[src/rtl/uart_tx_arbiter.sv]
// Round-robin arbiter that shares one serial byte transmitter among N_REQ requesters.
// It grants one byte at a time, tracks the transmitter handshake, adds an optional gap, and aborts stuck bytes.
module uart_tx_arbiter #(
  parameter int N_REQ          = 4,
  parameter int DATA_WIDTH     = 8,
  parameter int GAP_CYCLES     = 0,
  parameter int TIMEOUT_CYCLES = 65536
) (
  input  logic                        clk,
  input  logic                        reset,
  input  logic [N_REQ-1:0]            req_valid,
  input  logic [N_REQ*DATA_WIDTH-1:0] req_data,
  output logic [N_REQ-1:0]            req_ready,
  output logic [$clog2(N_REQ)-1:0]    grant_id,
  output logic                        busy,
  output logic                        tx_start,
  output logic [DATA_WIDTH-1:0]       tx_din,
  input  logic                        tx_done,
  output logic                        timeout_err
);

  localparam int ID_W  = $clog2(N_REQ);
  localparam int WD_W  = (TIMEOUT_CYCLES > 0) ? $clog2(TIMEOUT_CYCLES + 1) : 1;
  localparam int GAP_W = (GAP_CYCLES > 0) ? $clog2(GAP_CYCLES + 1) : 1;
  localparam logic [WD_W-1:0]  WD_LAST  = WD_W'((TIMEOUT_CYCLES > 0) ? TIMEOUT_CYCLES - 1 : 0);
  localparam logic [GAP_W-1:0] GAP_LAST = GAP_W'((GAP_CYCLES > 0) ? GAP_CYCLES - 1 : 0);
  localparam logic [ID_W-1:0]  PTR_RST  = ID_W'(N_REQ - 1);

  typedef enum logic [2:0] {IDLE, ISSUE, ACK_WAIT, XMIT, GAP} state_t;

  state_t                  state_q, state_d;
  logic [DATA_WIDTH-1:0]   tx_din_q, tx_din_d;
  logic [ID_W-1:0]         grant_id_q, grant_id_d;
  logic [ID_W-1:0]         rr_ptr_q, rr_ptr_d;
  logic                    timeout_err_q, timeout_err_d;
  logic [WD_W-1:0]         wd_cnt_q, wd_cnt_d;
  logic [GAP_W-1:0]        gap_cnt_q, gap_cnt_d;

  logic                    win_found;
  logic [ID_W-1:0]         win_idx;
  logic                    wd_expire;
  logic [DATA_WIDTH-1:0]   req_bytes [N_REQ];

  // First valid requester strictly after ptr, wrapping; MSB flags that one was found.
  function automatic logic [ID_W:0] rr_pick(input logic [N_REQ-1:0] valid,
                                            input logic [ID_W-1:0]  ptr);
    logic [ID_W:0]   pick;
    logic [ID_W-1:0] idx;
    pick = '0;
    idx  = ptr;
    for (int k = 0; k < N_REQ; k++) begin
      idx = (idx == PTR_RST) ? '0 : idx + ID_W'(1);
      if (!pick[ID_W] && valid[idx]) pick = {1'b1, idx};
    end
    return pick;
  endfunction

  function automatic logic [WD_W-1:0] sat_inc(input logic [WD_W-1:0] cnt);
    return (&cnt) ? cnt : cnt + WD_W'(1);
  endfunction

  for (genvar i = 0; i < N_REQ; i++) begin : g_bytes
    assign req_bytes[i] = req_data[i*DATA_WIDTH +: DATA_WIDTH];
  end

  assign {win_found, win_idx} = rr_pick(req_valid, rr_ptr_q);
  assign wd_expire = (TIMEOUT_CYCLES != 0) && (wd_cnt_q == WD_LAST);

  always_ff @(posedge clk or posedge reset) begin
    if (reset) begin
      state_q       <= IDLE;
      tx_din_q      <= '0;
      grant_id_q    <= '0;
      rr_ptr_q      <= PTR_RST;
      timeout_err_q <= 1'b0;
      wd_cnt_q      <= '0;
      gap_cnt_q     <= '0;
    end else begin
      state_q       <= state_d;
      tx_din_q      <= tx_din_d;
      grant_id_q    <= grant_id_d;
      rr_ptr_q      <= rr_ptr_d;
      timeout_err_q <= timeout_err_d;
      wd_cnt_q      <= wd_cnt_d;
      gap_cnt_q     <= gap_cnt_d;
    end
  end

  always_comb begin
    state_d       = state_q;
    tx_din_d      = tx_din_q;
    grant_id_d    = grant_id_q;
    rr_ptr_d      = rr_ptr_q;
    timeout_err_d = timeout_err_q;
    wd_cnt_d      = wd_cnt_q;
    gap_cnt_d     = gap_cnt_q;
    case (state_q)
      IDLE: begin
        if (win_found) begin
          state_d    = ISSUE;
          tx_din_d   = req_bytes[win_idx];
          grant_id_d = win_idx;
          rr_ptr_d   = win_idx;
        end
      end
      ISSUE: begin
        state_d  = ACK_WAIT;
        wd_cnt_d = '0;
      end
      // A done still high here is left over from the previous byte.
      ACK_WAIT: begin
        wd_cnt_d = sat_inc(wd_cnt_q);
        if (wd_expire) begin
          timeout_err_d = 1'b1;
          state_d       = IDLE;
        end else if (!tx_done) begin
          state_d = XMIT;
        end
      end
      XMIT: begin
        wd_cnt_d = sat_inc(wd_cnt_q);
        if (tx_done) begin
          state_d   = (GAP_CYCLES > 0) ? GAP : IDLE;
          gap_cnt_d = '0;
        end else if (wd_expire) begin
          timeout_err_d = 1'b1;
          state_d       = IDLE;
        end
      end
      GAP: begin
        if (gap_cnt_q == GAP_LAST) state_d = IDLE;
        else                       gap_cnt_d = gap_cnt_q + GAP_W'(1);
      end
      default: state_d = IDLE;
    endcase
  end

  // req_ready is gated by reset so no byte is consumed while reset is held.
  always_comb begin
    req_ready = '0;
    if (state_q == IDLE && !reset && win_found) req_ready[win_idx] = 1'b1;
    tx_start = (state_q == ISSUE);
    busy     = (state_q != IDLE);
  end

  assign tx_din      = tx_din_q;
  assign grant_id    = grant_id_q;
  assign timeout_err = timeout_err_q;

endmodule

[config.mk]
export PLATFORM = sky130hd
export DESIGN_NAME = uart_tx_arbiter
export DESIGN_NICKNAME = d
export VERILOG_FILES = /design/src/rtl/uart_tx_arbiter.sv
export SDC_FILE = /design/constraint.sdc
export NUM_CORES = 1
export LEC_CHECK = 0
export ABC_AREA = 1
export CAP_MARGIN = 20
export CORE_ASPECT_RATIO = 0.6
export CORE_MARGIN = 2
export CORE_UTILIZATION = 50
export CTS_BUF_LIST = sky130_fd_sc_hd__clkbuf_16
export CTS_CLUSTER_DIAMETER = 80
export DETAILED_ROUTE_END_ITERATION = 12
export DONT_BUFFER_PORTS = 1
export PLACE_DENSITY = 0.68
export REMOVE_ABC_BUFFERS = 1
export SYNTH_ARGS = -nofsm -noshare
export SYNTH_HDL_FRONTEND = slang
export SYNTH_SLANG_ARGS = --single-unit
[constraint.sdc]
create_clock -name clk -period 4.4 [get_ports clk]
set_input_delay 0.88 -clock clk [delete_from_list [all_inputs] [get_ports clk]]
set_output_delay 0.88 -clock clk [all_outputs]
set_load 0.02 [all_outputs]
; ---- Word level (Yosys, flattened, before mapping)
; Cells that the tools add are included.
[word_totals]
reg_bits = 34
in_bits = 39
elab_cells = 96
output_inout_bits = 17
[classes]
bitwise = 1
reduce_logical = 22
muxes = 37
magnitude_cmp = 7
eq_ne = 16
add_sub_neg = 6
[op_table]
columns = op, count
row1 = one-hot mux 17 bit (2 select lines), 1
row2 = two-way mux 3 bit, 10
row3 = "adder 17 x 1 -> 17 bit, second input constant", 1
row4 = "== test 17 x 16 -> 1 bit, second input constant", 1
row5 = two-way mux 17 bit, 1
row6 = AND reduction 17 bit, 1
row7 = binary-select mux 8 bit (select 2 bit), 1
row8 = two-way mux 8 bit, 2
row9 = "< comparator 2 x 3 -> 1 bit, second input constant", 5
row10 = one-hot mux 3 bit (5 select lines), 1
row11 = "!= test 2 bit, second input constant", 5
row12 = two-way mux 1 bit, 9
row13 = "adder 2 x 1 -> 2 bit, second input constant", 4
row14 = binary-select mux 1 bit (select 2 bit), 4
row15 = "== test 2 bit, second input constant", 4
row16 = two-way mux 2 bit, 4
row17 = AND reduction 2 bit, 4
row18 = "== test 3 x 2 -> 1 bit, second input constant", 2
row19 = logical AND 1 bit, 6
row20 = "!= test 3 bit, second input constant", 2
row21 = nonzero test 2 bit, 3
row22 = zero test 1 bit, 4
row23 = two-way mux 4 bit, 1
row24 = one-hot mux 1 bit (2 select lines), 2
row25 = other kinds (11), 11

; ---- Longest topological paths before layout
[depth]
word_depth = 19
ltp_mapped = 19
mapped_depth_nobuf = 17

; ---- Worst setup path before layout
; OpenSTA, ideal clock, no wires.
[synth_path]
path_type = input to output
from = in reset
to = out req_ready[0]
cell_stages = 3
slack_ps = 1189
path_buffers = 0
required_time_ps = 3520
arrival_time_ps = 2331
cell_sequence = inv_1 > nand2_1 > nor3_1
[synth_via]
elab_chain_len = 4
[synth_rtl]
columns = element, line
row1 = "start, declared", 10  ; input logic reset,
row2 = zero test 1 bit, 141  ; if (state_q == IDLE && !reset && win_found) req_ready[win_idx] = 1'b1;
row3 = logical AND 1 bit (2 in a row), 141
row4 = two-way mux 4 bit, 141
row5 = "end, declared", 13  ; output logic [N_REQ-1:0] req_ready,
; Every way passes these cells.

; ---- Final worst setup path
[layout_path]
from = reg rr_ptr_q[0]
to = out req_ready[1]
[layout_via]
elab_chain_len = 19
word_cells_on_any_way = 37
classes_between = 4 x add/sub / 2 x order compare / 4 x eq/ne / 19 x mux / 8 x reduce/logical
[layout_rtl]
columns = element, line
row1 = "start, declared", 34  ; logic [ID_W-1:0] rr_ptr_q, rr_ptr_d;
row2 = "start signal, assigned", 82  ; rr_ptr_q <= rr_ptr_d;
row3 = adder 2 x 1 -> 2 bit / == test 2 bit (equally long branches), 52  ; idx = (idx == PTR_RST) ? '0 : idx + ID_W'(1);
row4 = two-way mux 2 bit (*), 52
row5 = "parallel branches: the longest is 11 deep, another holds adder 2 x 1 -> 2 bit", n/a
row6 = two-way mux 3 bit (*), 53  ; if (!pick[ID_W] && valid[idx]) pick = {1'b1, idx};
row7 = < comparator 2 x 3 -> 1 bit (implied by the code) / >= comparator 2 x 1 -> 1 bit (equally long branches), 141
row8 = logical AND 1 bit (implied by the code), 141
row9 = two-way mux 1 bit (implied by the code), 141
row10 = demux 1 bit (select 2 bit), 141
row11 = two-way mux 4 bit (*), 141
; Every way passes the cells marked *. The select of a mux whose other input is x is not followed.

==> run_results.csv <==
group,metric,value,unit
outcome,status,"complete, no violations",
synth,ys_types,35,
finish,seq_area,803,µm²
timing,post-route-period-util,0.882,
finish,layout-drive-gt1-share,0.136,
route,route.met3.wl,357,µm
clock_network,ctsHoldBuffers,0,
timing,setup_tns,0,ns
setup_path,worst_path_largest_cell_delay,0.55,ns
clock_network,cts.path.max_buffers,2,
clock_network,cts-root-buf,"clkbuf_16",
route,vias_per_cell,5.12,
floorplanning,core,4490,µm²
synth,netlist_area,2290,µm²
timing,max_freq,0.258,GHz
synth,yosysSeqAreaShare,0.351,
setup_path,crit_path_end_kind,"primary output",
min_path,holdCritPathClass,"flip-flop to flip-flop",
pwr,p_leak,1.35,nW
timing,max_slew_margin,0.428,
min_path,min_from,"rr_ptr_q[1]$_DFFE_PP1P_",
floorplanning,die_h,56.4,µm
placement,hpwl,3.67,mm
timing,tightest_slew,0.855,ns
setup_path,path_cells,"ha_1 -> nor2_2 -> nand2_1 -> nand3_1 -> nand2_1 -> inv_1 -> nand4_4 -> nand2_4 -> inv_1 -> nor3_1",
route,post_drt_wl_per_cell,11.9,µm
global_routing,antenna_found_initial,0,
route,drtPass1Iterations,4,
timing,rsz0062_at_grt,"false",
synth,synth-adder-area-share,0.0218,
synth,synth-seq-cells,32,
floorplanning,io_pins,56,
placement,gp_congestion,0.855,
setup_path,worstReg2RegStart,"wd_cnt_q[0]$_DFFE_PP0P_",
global_routing,gr-total-overflow,0,
route,drt-met1-wl,2.42,mm
clock_network,ctsResizeCount,0,
finish,nFillCells,434,
global_routing,gr-usage-all-layers,0.205,
setup_path,cpMaxStageDelayCell,"nor3_1",
route,drc_errors,0,
global_routing,grt_max_degree,33,
clock_network,postCtsSetupBuffers,0,
clock_network,clock_sinks,32,
setup_path,crit_start,"rr_ptr_q[0]$_DFFE_PP1P_",
timing,skew,0.00295,ns
synth,synth-xor-area-share,0.00382,
route,drt_iter0_drc,156,
finish,multi_input_area,1240,µm²
setup_path,worst-path-buf-inv,2,
setup_path,cp-start-kind,"flip-flop",
pwr,ir_worst_vdd,0.000710,V
synth,yosys_warnings,0,
timing,final-max-slew-violation-count,0,
route,maxUsedRoutingLayer,"met4",
placement,portBuffers,0,
setup_path,worstPathRequired,3.52,ns
synth,synth-simple-area-share,0.435,
clock_network,clk_pin_slew_worst_paths,0.05,ns
global_routing,grt_pass1_vias,1911,
pwr,power.density,937,nW/µm²
synth,syn_inst,336,
synth,syn_avg_cell_area,6.82,µm²
timing,hold_violations,0,
finish,fin_util,0.544,
finish,antenna_cells,0,
clock_network,h-tree-depth,2,
setup_path,crit_arrival,3.00,ns
synth,synthMuxAreaShare,0.00437,
floorplanning,row_count,19,
floorplanning,die_w,91.4,µm
finish,final_nets,381,
route,routed-via-count,2058,
setup_path,path_class,"flip-flop to primary output",
timing,min_period,3.88,ns
route,wl_met2,1.99,mm
clock_network,numCtsBuffers,5,
clock_network,clk_latency,0.27,ns
setup_path,cp_top_family,"simple AND/OR/NAND/NOR gates",
run,cap_violations,0,
route,ant_nets,0,
floorplanning,start_util,0.510,
setup_path,cp_max_fo,20,
synth,synth_compound_area_frac,0.0765,
timing,setup_viol,0,
floorplanning,die_area,5160,µm²
global_routing,grt_pass1_wl,8.46,mm
synth,synth_top_family_by_area,"simple AND/OR/NAND/NOR gates",
finish,area_growth,6.77,%
route,totalWireLength,4.79,mm
clock_network,cts_tree,"yes",
==> metal layers <==
metal,up-vias,GRT usage
met5,-,0
met4,0,0.0736
met3,2,0.0685
met2,43,0.296
met1,938,0.288
li1,1075,-
==> area by class of cell <==
class                           count  area share
Timing Repair Buffer                4      0.0123
Clock buffer                        5      0.0512
Inverter                           42      0.0644
Tap cell                           63      0.0322
Sequential cell                    32       0.328
Multi-Input combinational cell    253       0.507
Clock inverter                      3     0.00460
==> through the flow <==
stage               worst slack [ns]  area (µm²)  cells  power, W  hold slack [ns]
finish                         0.519        2450    402   0.00229            0.481
floorplan                      0.916        2200    327   0.00169            0.450
global placement               0.895        2310    394   0.00194            0.473
CTS                            0.500        2450    402   0.00231            0.487
detailed placement             0.797        2310    394   0.00198            0.478
global route                   0.244        2450    402   0.00256            0.498
==> layout by cell type, fill, tap and decap left out <==
| cell | instances |
|---|---|
| a21oi_1 | 3 |
| a21oi_2 | 1 |
| a31o_2 | 1 |
| a31oi_1 | 2 |
| and3_1 | 1 |
| buf_4 | 4 |
| clkbuf_16 | 5 |
| clkinv_1 | 1 |
| dfrtp_1 | 30 |
| dfstp_2 | 2 |
| ha_1 | 4 |
| inv_1 | 41 |
| inv_2 | 3 |
| mux2i_1 | 1 |
| nand2_1 | 130 |
| nand2_2 | 20 |
| nand2_4 | 1 |
| nand3_1 | 32 |
| nand3_2 | 2 |
| nand4_1 | 6 |
| nand4_4 | 1 |
| nor2_1 | 12 |
| nor2_2 | 1 |
| nor2_4 | 2 |
| nor3_1 | 8 |
| nor4_1 | 1 |
| o21ai_0 | 15 |
| o21ai_2 | 1 |
| o221a_2 | 1 |
| o22ai_1 | 3 |
| o31ai_1 | 1 |
| o32ai_1 | 1 |
| or2_2 | 1 |
| xnor2_1 | 1 |
==> report_power, final <==
group | switching [W] | internal (W) | total [W]
logic | 0.00102 | 0.000450 | 0.00147
registers | 0.000119 | 0.000388 | 0.000507
clock network | 0.000113 | 0.000203 | 0.000316
total | 0.00125 | 0.00104 | 0.00229
==> path summary, 6_finish.rpt <==
path / to / slack (ns) / cells after the start
setup / recovery: req_ready[1] / 0.52 / 10
hold / removal: rr_ptr_q[1]$_DFFE_PP1P_ / 0.48 / 2
setup reg to reg: wd_cnt_q[13]$_DFFE_PP0P_ / 1.66 / 11
hold reg to reg: rr_ptr_q[1]$_DFFE_PP1P_ / 0.48 / 2
max in group asynchronous: rr_ptr_q[0]$_DFFE_PP1P_ / 3.45 / 2
min in group asynchronous: tx_din[4]$_DFFE_PP0P_ / 0.63 / 2
==> Yosys cell counts, drive strengths merged <==
library cell	number	area, µm²
buf	9	90.1
dfstp	2	52.6
ha	4	50.1
o32ai	1	8.76
nand2	151	624
nor3	8	40.0
xnor2	1	8.76
mux2i	1	10.0
a31oi	2	12.5
nand4	7	58.8
o221a	1	11.3
inv	42	158
o22ai	3	18.8
or2	1	6.26
and3	1	6.26
o31ai	1	7.51
dfrtp	30	751
o21ai	16	83.8
nor2	15	73.8
nand3	34	180
a21oi	4	23.8
a31o	1	8.76
nor4	1	6.26
==> state kept, by name, summed over array words and instances, names as in the netlist <==
register and cells:
grant_id 2, rr_ptr_q 2, state_q 2, timeout_err 1, tx_din 8, wd_cnt_q 17
==> worst register-to-register path, cell delays in order, from the launching register on <==
cell and delay, ns:
dfrtp_1 0.38, ha_1 0.24, nand3_1 0.10, nor3_1 0.08, inv_1 0.11, nor4_1 0.08
ha_1 0.18, nor2_1 0.45, nand4_1 0.29, nor3_1 0.30, nand2_1 0.14, o221a_2 0.28
==> cell families (layout without fill, tap and decap cells) <==
kind of cell,count (synthesis),in the layout
DFF,32,32
muxes,1,1
buffers and inverters,51,54
AOI/OAI and AO/OA,29,29
xor gates and xnor gates,1,1
and+or+nand+nor,218,218
adders and majority gates,4,4
No activity file was read; power rests on OpenSTA's default activity.
